===== src/rtl/mt_pkg.sv =====
// mt_pkg: shared types, limits and the index-to-one-hot decode for the M/T sequencer
package mt_pkg;

    localparam int unsigned MAX_MT = 8;
    localparam int unsigned IDX_W  = $clog2(MAX_MT);

    typedef enum logic {
        RUN  = 1'b0,
        HOLD = 1'b1
    } seq_state_e;

    // Bits at or above width are masked so an out-of-range index decodes to all zeros
    function automatic logic [MAX_MT-1:0] onehot(input logic [IDX_W-1:0] idx, input int unsigned width);
        logic [MAX_MT-1:0] mask;
        mask = (MAX_MT'(1) << width) - MAX_MT'(1);
        return (MAX_MT'(1) << idx) & mask;
    endfunction

endpackage


===== src/rtl/mt_counter.sv =====
// mt_counter: binary index counter 0..N-1 with clear, hold, increment and wrap flag
//   clr  - next index is 0 (wins over inc)
//   inc  - next index is cnt+1, or 0 with wrap=1 when cnt is N-1
//   cnt  - registered index
//   nxt  - index loaded at the coming edge (0 under reset)
//   wrap - increment this cycle runs past the last index
module mt_counter
    import mt_pkg::*;
#(
    parameter int unsigned N = 6
) (
    input  logic             clk,
    input  logic             reset,
    input  logic             clr,
    input  logic             inc,
    output logic [IDX_W-1:0] cnt,
    output logic [IDX_W-1:0] nxt,
    output logic             wrap
);

    localparam logic [IDX_W-1:0] LAST = IDX_W'(N - 1);

    logic [IDX_W-1:0] cnt_q, cnt_d;

    always_comb begin
        wrap  = inc && !clr && cnt_q == LAST;
        cnt_d = (clr || wrap) ? '0 : inc ? cnt_q + 1'b1 : cnt_q;
    end

    always_ff @(posedge clk) begin
        if (reset) cnt_q <= '0;
        else       cnt_q <= cnt_d;
    end

    assign cnt = cnt_q;
    assign nxt = reset ? '0 : cnt_d;

endmodule


===== src/rtl/mt_sequencer.sv =====
// mt_sequencer: parametrised one-hot machine-cycle / T-state sequencer with wait stall and bus hold
//   next_m/set_m1 - end the current M (advance / back to M1) at the end of this T
//   wait_req      - stalls the T counter while in T(WAIT_T)
//   busrq/busack  - hold request taken at an M boundary, acknowledged while frozen
//   m_state/t_state - registered one-hot M and T strobes (bit0 = M1/T1)
//   in_wait       - registered, high in each inserted wait cycle
//   ovf           - sticky: M or T ran past its last index
//   m_boundary    - combinational, current cycle ends an M
module mt_sequencer
    import mt_pkg::*;
#(
    parameter int unsigned NUM_M  = 6,
    parameter int unsigned NUM_T  = 6,
    parameter int unsigned WAIT_T = 2
) (
    input  logic             clk,
    input  logic             reset,
    input  logic             next_m,
    input  logic             set_m1,
    input  logic             wait_req,
    input  logic             busrq,
    output logic [NUM_M-1:0] m_state,
    output logic [NUM_T-1:0] t_state,
    output logic             in_wait,
    output logic             busack,
    output logic             ovf,
    output logic             m_boundary
);

    if (NUM_M < 2 || NUM_M > MAX_MT) begin : g_bad_num_m
        $error("mt_sequencer: NUM_M must be in 2..8");
    end
    if (NUM_T < 3 || NUM_T > MAX_MT) begin : g_bad_num_t
        $error("mt_sequencer: NUM_T must be in 3..8");
    end
    if (WAIT_T < 1 || WAIT_T > NUM_T) begin : g_bad_wait_t
        $error("mt_sequencer: WAIT_T must be in 1..NUM_T");
    end

    localparam logic [IDX_W-1:0] WAIT_IDX = IDX_W'(WAIT_T - 1);

    seq_state_e       state_q, state_d;
    logic [NUM_M-1:0] m_state_q, m_state_d;
    logic [NUM_T-1:0] t_state_q, t_state_d;
    logic             in_wait_q, in_wait_d;
    logic             busack_q, busack_d;
    logic             ovf_q, ovf_d;

    logic             run, stall;
    logic             m_clr, m_inc, t_clr, t_inc;
    logic [IDX_W-1:0] m_cnt, m_nxt, t_cnt, t_nxt;
    logic             m_wrap, t_wrap;
    logic [MAX_MT-1:0] m_oh, t_oh;

    mt_counter #(.N(NUM_M)) u_m_cnt (
        .clk   (clk),
        .reset (reset),
        .clr   (m_clr),
        .inc   (m_inc),
        .cnt   (m_cnt),
        .nxt   (m_nxt),
        .wrap  (m_wrap)
    );

    mt_counter #(.N(NUM_T)) u_t_cnt (
        .clk   (clk),
        .reset (reset),
        .clr   (t_clr),
        .inc   (t_inc),
        .cnt   (t_cnt),
        .nxt   (t_nxt),
        .wrap  (t_wrap)
    );

    // HOLD freezes both counters; RUN applies stall > set_m1 > next_m > T+1
    always_comb begin
        run        = state_q == RUN;
        stall      = run && t_cnt == WAIT_IDX && wait_req;
        m_boundary = run && !stall && (next_m || set_m1);
        t_clr      = m_boundary;
        t_inc      = run && !stall && !m_boundary;
        m_inc      = m_boundary && !set_m1;
        // Running off the last T without an M end restarts the instruction
        m_clr      = (m_boundary && set_m1) || t_wrap;
        ovf_d      = ovf_q || m_wrap || t_wrap;
        state_d    = run ? ((m_boundary && busrq) ? HOLD : RUN) : (busrq ? HOLD : RUN);
        busack_d   = state_d == HOLD;
        in_wait_d  = stall;
        m_oh       = onehot(m_nxt, NUM_M);
        t_oh       = onehot(t_nxt, NUM_T);
        m_state_d  = m_oh[NUM_M-1:0];
        t_state_d  = t_oh[NUM_T-1:0];
    end

    always_ff @(posedge clk) begin
        if (reset) begin
            state_q   <= RUN;
            m_state_q <= NUM_M'(1);
            t_state_q <= NUM_T'(1);
            in_wait_q <= 1'b0;
            busack_q  <= 1'b0;
            ovf_q     <= 1'b0;
        end else begin
            state_q   <= state_d;
            m_state_q <= m_state_d;
            t_state_q <= t_state_d;
            in_wait_q <= in_wait_d;
            busack_q  <= busack_d;
            ovf_q     <= ovf_d;
        end
    end

    always_ff @(posedge clk) begin
        if (!reset) begin
            assert ({1'b0, m_cnt} < (IDX_W + 1)'(NUM_M));
            assert ({1'b0, t_cnt} < (IDX_W + 1)'(NUM_T));
        end
    end

    assign m_state = m_state_q;
    assign t_state = t_state_q;
    assign in_wait = in_wait_q;
    assign busack  = busack_q;
    assign ovf     = ovf_q;

endmodule


===== config.mk =====
export PLATFORM = sky130hd
export DESIGN_NAME = mt_sequencer
export DESIGN_NICKNAME = d
export VERILOG_FILES = /design/src/rtl/mt_pkg.sv /design/src/rtl/mt_counter.sv /design/src/rtl/mt_sequencer.sv
export SDC_FILE = /design/constraint.sdc
export NUM_CORES = 1
export LEC_CHECK = 0
export CAP_MARGIN = 5
export CORE_UTILIZATION = 46
export DETAILED_ROUTE_END_ITERATION = 8
export GPL_ROUTABILITY_DRIVEN = 0
export PLACE_DENSITY = 0.83
export SYNTH_ARGS = -nofsm -noshare
export SYNTH_HDL_FRONTEND = slang
export SYNTH_SLANG_ARGS = --single-unit

===== constraint.sdc =====
create_clock -name clk -period 2.05 [get_ports clk]
set_input_delay 0.3075 -clock clk [delete_from_list [all_inputs] [get_ports clk]]
set_output_delay 0.3075 -clock clk [all_outputs]
set_load 0.02 [all_outputs]

==> metrics.yaml <==
ios: 22
finalInstanceArea_um2: 1360
hold_violations: 0
end_kind: "output pin"
layout.core_utilization_pct: 68.1
yosysMostFrequentCell: "dfxtp_1"
clk_pin_slew_ns: 0.12
post_cts_buffers: 0
fin_skew_ns: 0.00681
synth_top_area_share_pct: 41.7
layout_min_cycle_time_ns: 1.96
drv_slew: 0
setup_slack_ns: 0.0868
final_cells: 171
whs_path_depth: 2
dpl_cell_area_um2: 1340
holdCritPathClass: "register to register"
grt_overflow_total: 0
globalRouteTotalUtil_pct: 20.8
synth-seq-area-share_pct: 41.7
synth.avg_cell_area_um2: 9.16
worst_pin_slew_ns: 0.390
syn-instance-count: 110
crit_fanout: 3
whs_endpoint: "ovf"
num_vias: 906
fillCellCount: 171
coreArea_um2: 2000
slew_headroom_pct: 74.0
synth-edff-count: 0
syn_nets: 120
async_flop_share_pct: 0
fmax_mhz: 509
synth_area_um2: 1010
final-setup-viol-count: 0
min_period_over_period_pct: 95.8
vias_per_cell: 5.30
synth_area_leader_cell: "dfxtp_1"
worstHoldStart: "ovf"
htreeDepth: 1
synth_ff_type: "dfxtp_1"
r2r_cells: 7
synth_commonest_cells: "dfxtp_1, nor2_1, nor3_1, nand2_1"
die_h_um: 48.8
leakage_nw: 0.519
r2r_end: "m_state[5]"
status: "completed"
worst_ep_arrival_time_ns: 1.66
start_util_pct: 50.3
pre_cts_ws_ns: -0.0286
ff2ff_setup_slack_ns: 0.20
io_buffers: 21
die_area_um2: 2380
synth_cell_types: 43
grt_pass1_vias: 928
cts_tree: "done"
grt_pass1_wl_mm: 3.81
ir_worst_vdd_v: 0.000292
dr.pass1.iters: 4
antenna_found_initial: 0
clk_latency_ns: 0.30
clk_path_buf_depth: 2
r2r_start: "u_t_cnt.cnt[1]"
crit_type: "register to output pin"
ys_ff_latch: 21
syn_to_final_growth_pct: 35.3
fin_nets: 155
row_count: 16
grt_max_degree: 13
synth_area_leaders: "dfxtp_1, ha_1, nor3_1"
post-place-cells: 167
worstPathRequired_ns: 1.74
drive_above_1_share_pct: 18.1
clock_sinks: 21
tns_ns: 0
cp-start-kind: "register"
grt_setup_unrepaired: "false"
routed_wl_mm: 2.20
ant_nets: 0
synth_warnings: 0
drt-initial-drc-count: 18
cap_violations: 0
numCtsBuffers: 3
drc: 0
insertedDiodeCount: 0
p_per_area_nw_per_um2: 541
post-dp-hpwl_mm: 1.73
cts_hold_buffers: 0
wl_per_cell_um: 12.9
root_buffer: "clkbuf_4"
die_w_um: 48.8
## cells in the final DEF, fill, tap and decap left out, types with 3 or more instances in the layout
master / n
nor2_1: 8
clkdlybuf4s50_1: 20
a31oi_1: 3
xnor2_1: 3
nand2_1: 5
or3_1: 3
ha_1: 4
a21oi_1: 4
nand3b_1: 3
clkbuf_4: 3
dfxtp_1: 21
buf_4: 15
inv_1: 4
nor3_1: 7
nor3b_1: 4
## power by group
group          total, mW  switching (mW)  internal, mW
Combinational      0.116          0.0587        0.0568
Clock              0.202           0.129        0.0727
Sequential         0.420         0.00561         0.415
## through the flow
step | hold WS [ns] | power, mW
final | 0.520 | 0.738
after global routing | 0.550 | 0.776
after CTS | 0.525 | 0.742
after detailed placement | 0.500 | 0.545
after global placement | 0.469 | 0.541
after floorplan | 0.379 | 0.493
## cells by family (layout without fill, tap and decap cells)
logic type	count (synthesis)	in the layout	share of synthesized area, %
adder cells (fa/ha/maj)	4	4	4.97
AO/OA/AOI/OAI	20	20	13.7
AND/OR/NAND/NOR	48	48	28.7
buffers and inverters	10	44	4.35
flip-flops	21	21	41.7
XOR/XNOR	4	4	3.48
multiplexers	3	3	3.11
## sequential cells by signal (all words and copies together), names as in the netlist
| name | count |
|---|---|
| u_t_cnt.cnt | 3 |
| m_state | 6 |
| in_wait | 1 |
| u_m_cnt.cnt | 3 |
| busack | 1 |
| t_state | 6 |
| ovf | 1 |
## per-layer routing
metal / global-route usage [%] / up-vias / wire length, µm
met5: 0 / - / 0
met4: 11.8 / 0 / 39
met3: 2.80 / 4 / 42
met2: 40.0 / 14 / 1220
met1: 21.0 / 426 / 901
li1: - / 462 / -
## how the worst max path moves through the flow
stage                        start         end  slack, ns  depth (start not counted)
detailed placement          next_m  t_state[2]      -0.03                          6
floorplan           u_t_cnt.cnt[1]  m_boundary       0.32                          5
CTS                 u_t_cnt.cnt[1]  m_boundary       0.06                          5
global placement          wait_req  m_boundary       0.02                          4
global route        u_t_cnt.cnt[1]  m_boundary      0.005                          5
finish              u_t_cnt.cnt[1]  m_boundary       0.09                          5
## worst max-delay path: stages, from the launching register on
cell             delay, ns
dfxtp_1               0.39
inv_1                 0.10
ha_1                  0.20
and3b_1               0.18
nor3_1                0.17
clkdlybuf4s15_1       0.32
## repair_timing
item | 4_1_cts | 5_1_grt
gates cloned | 0 | 0
setup endpoints to repair | 1 | 1
resized for setup | 1 | 1
## area by class of cell
type	instances	area (µm²)	share of cell area (%)
Tap cell	27	33.8	2.48
Sequential cell	21	420	30.9
Multi-Input combinational cell	79	543	39.9
Clock buffer	3	22.5	1.65
Clock inverter	1	5.00	0.367
Inverter	4	15.0	1.10
Timing Repair Buffer	36	323	23.7
(Power assumes the default switching activity.)
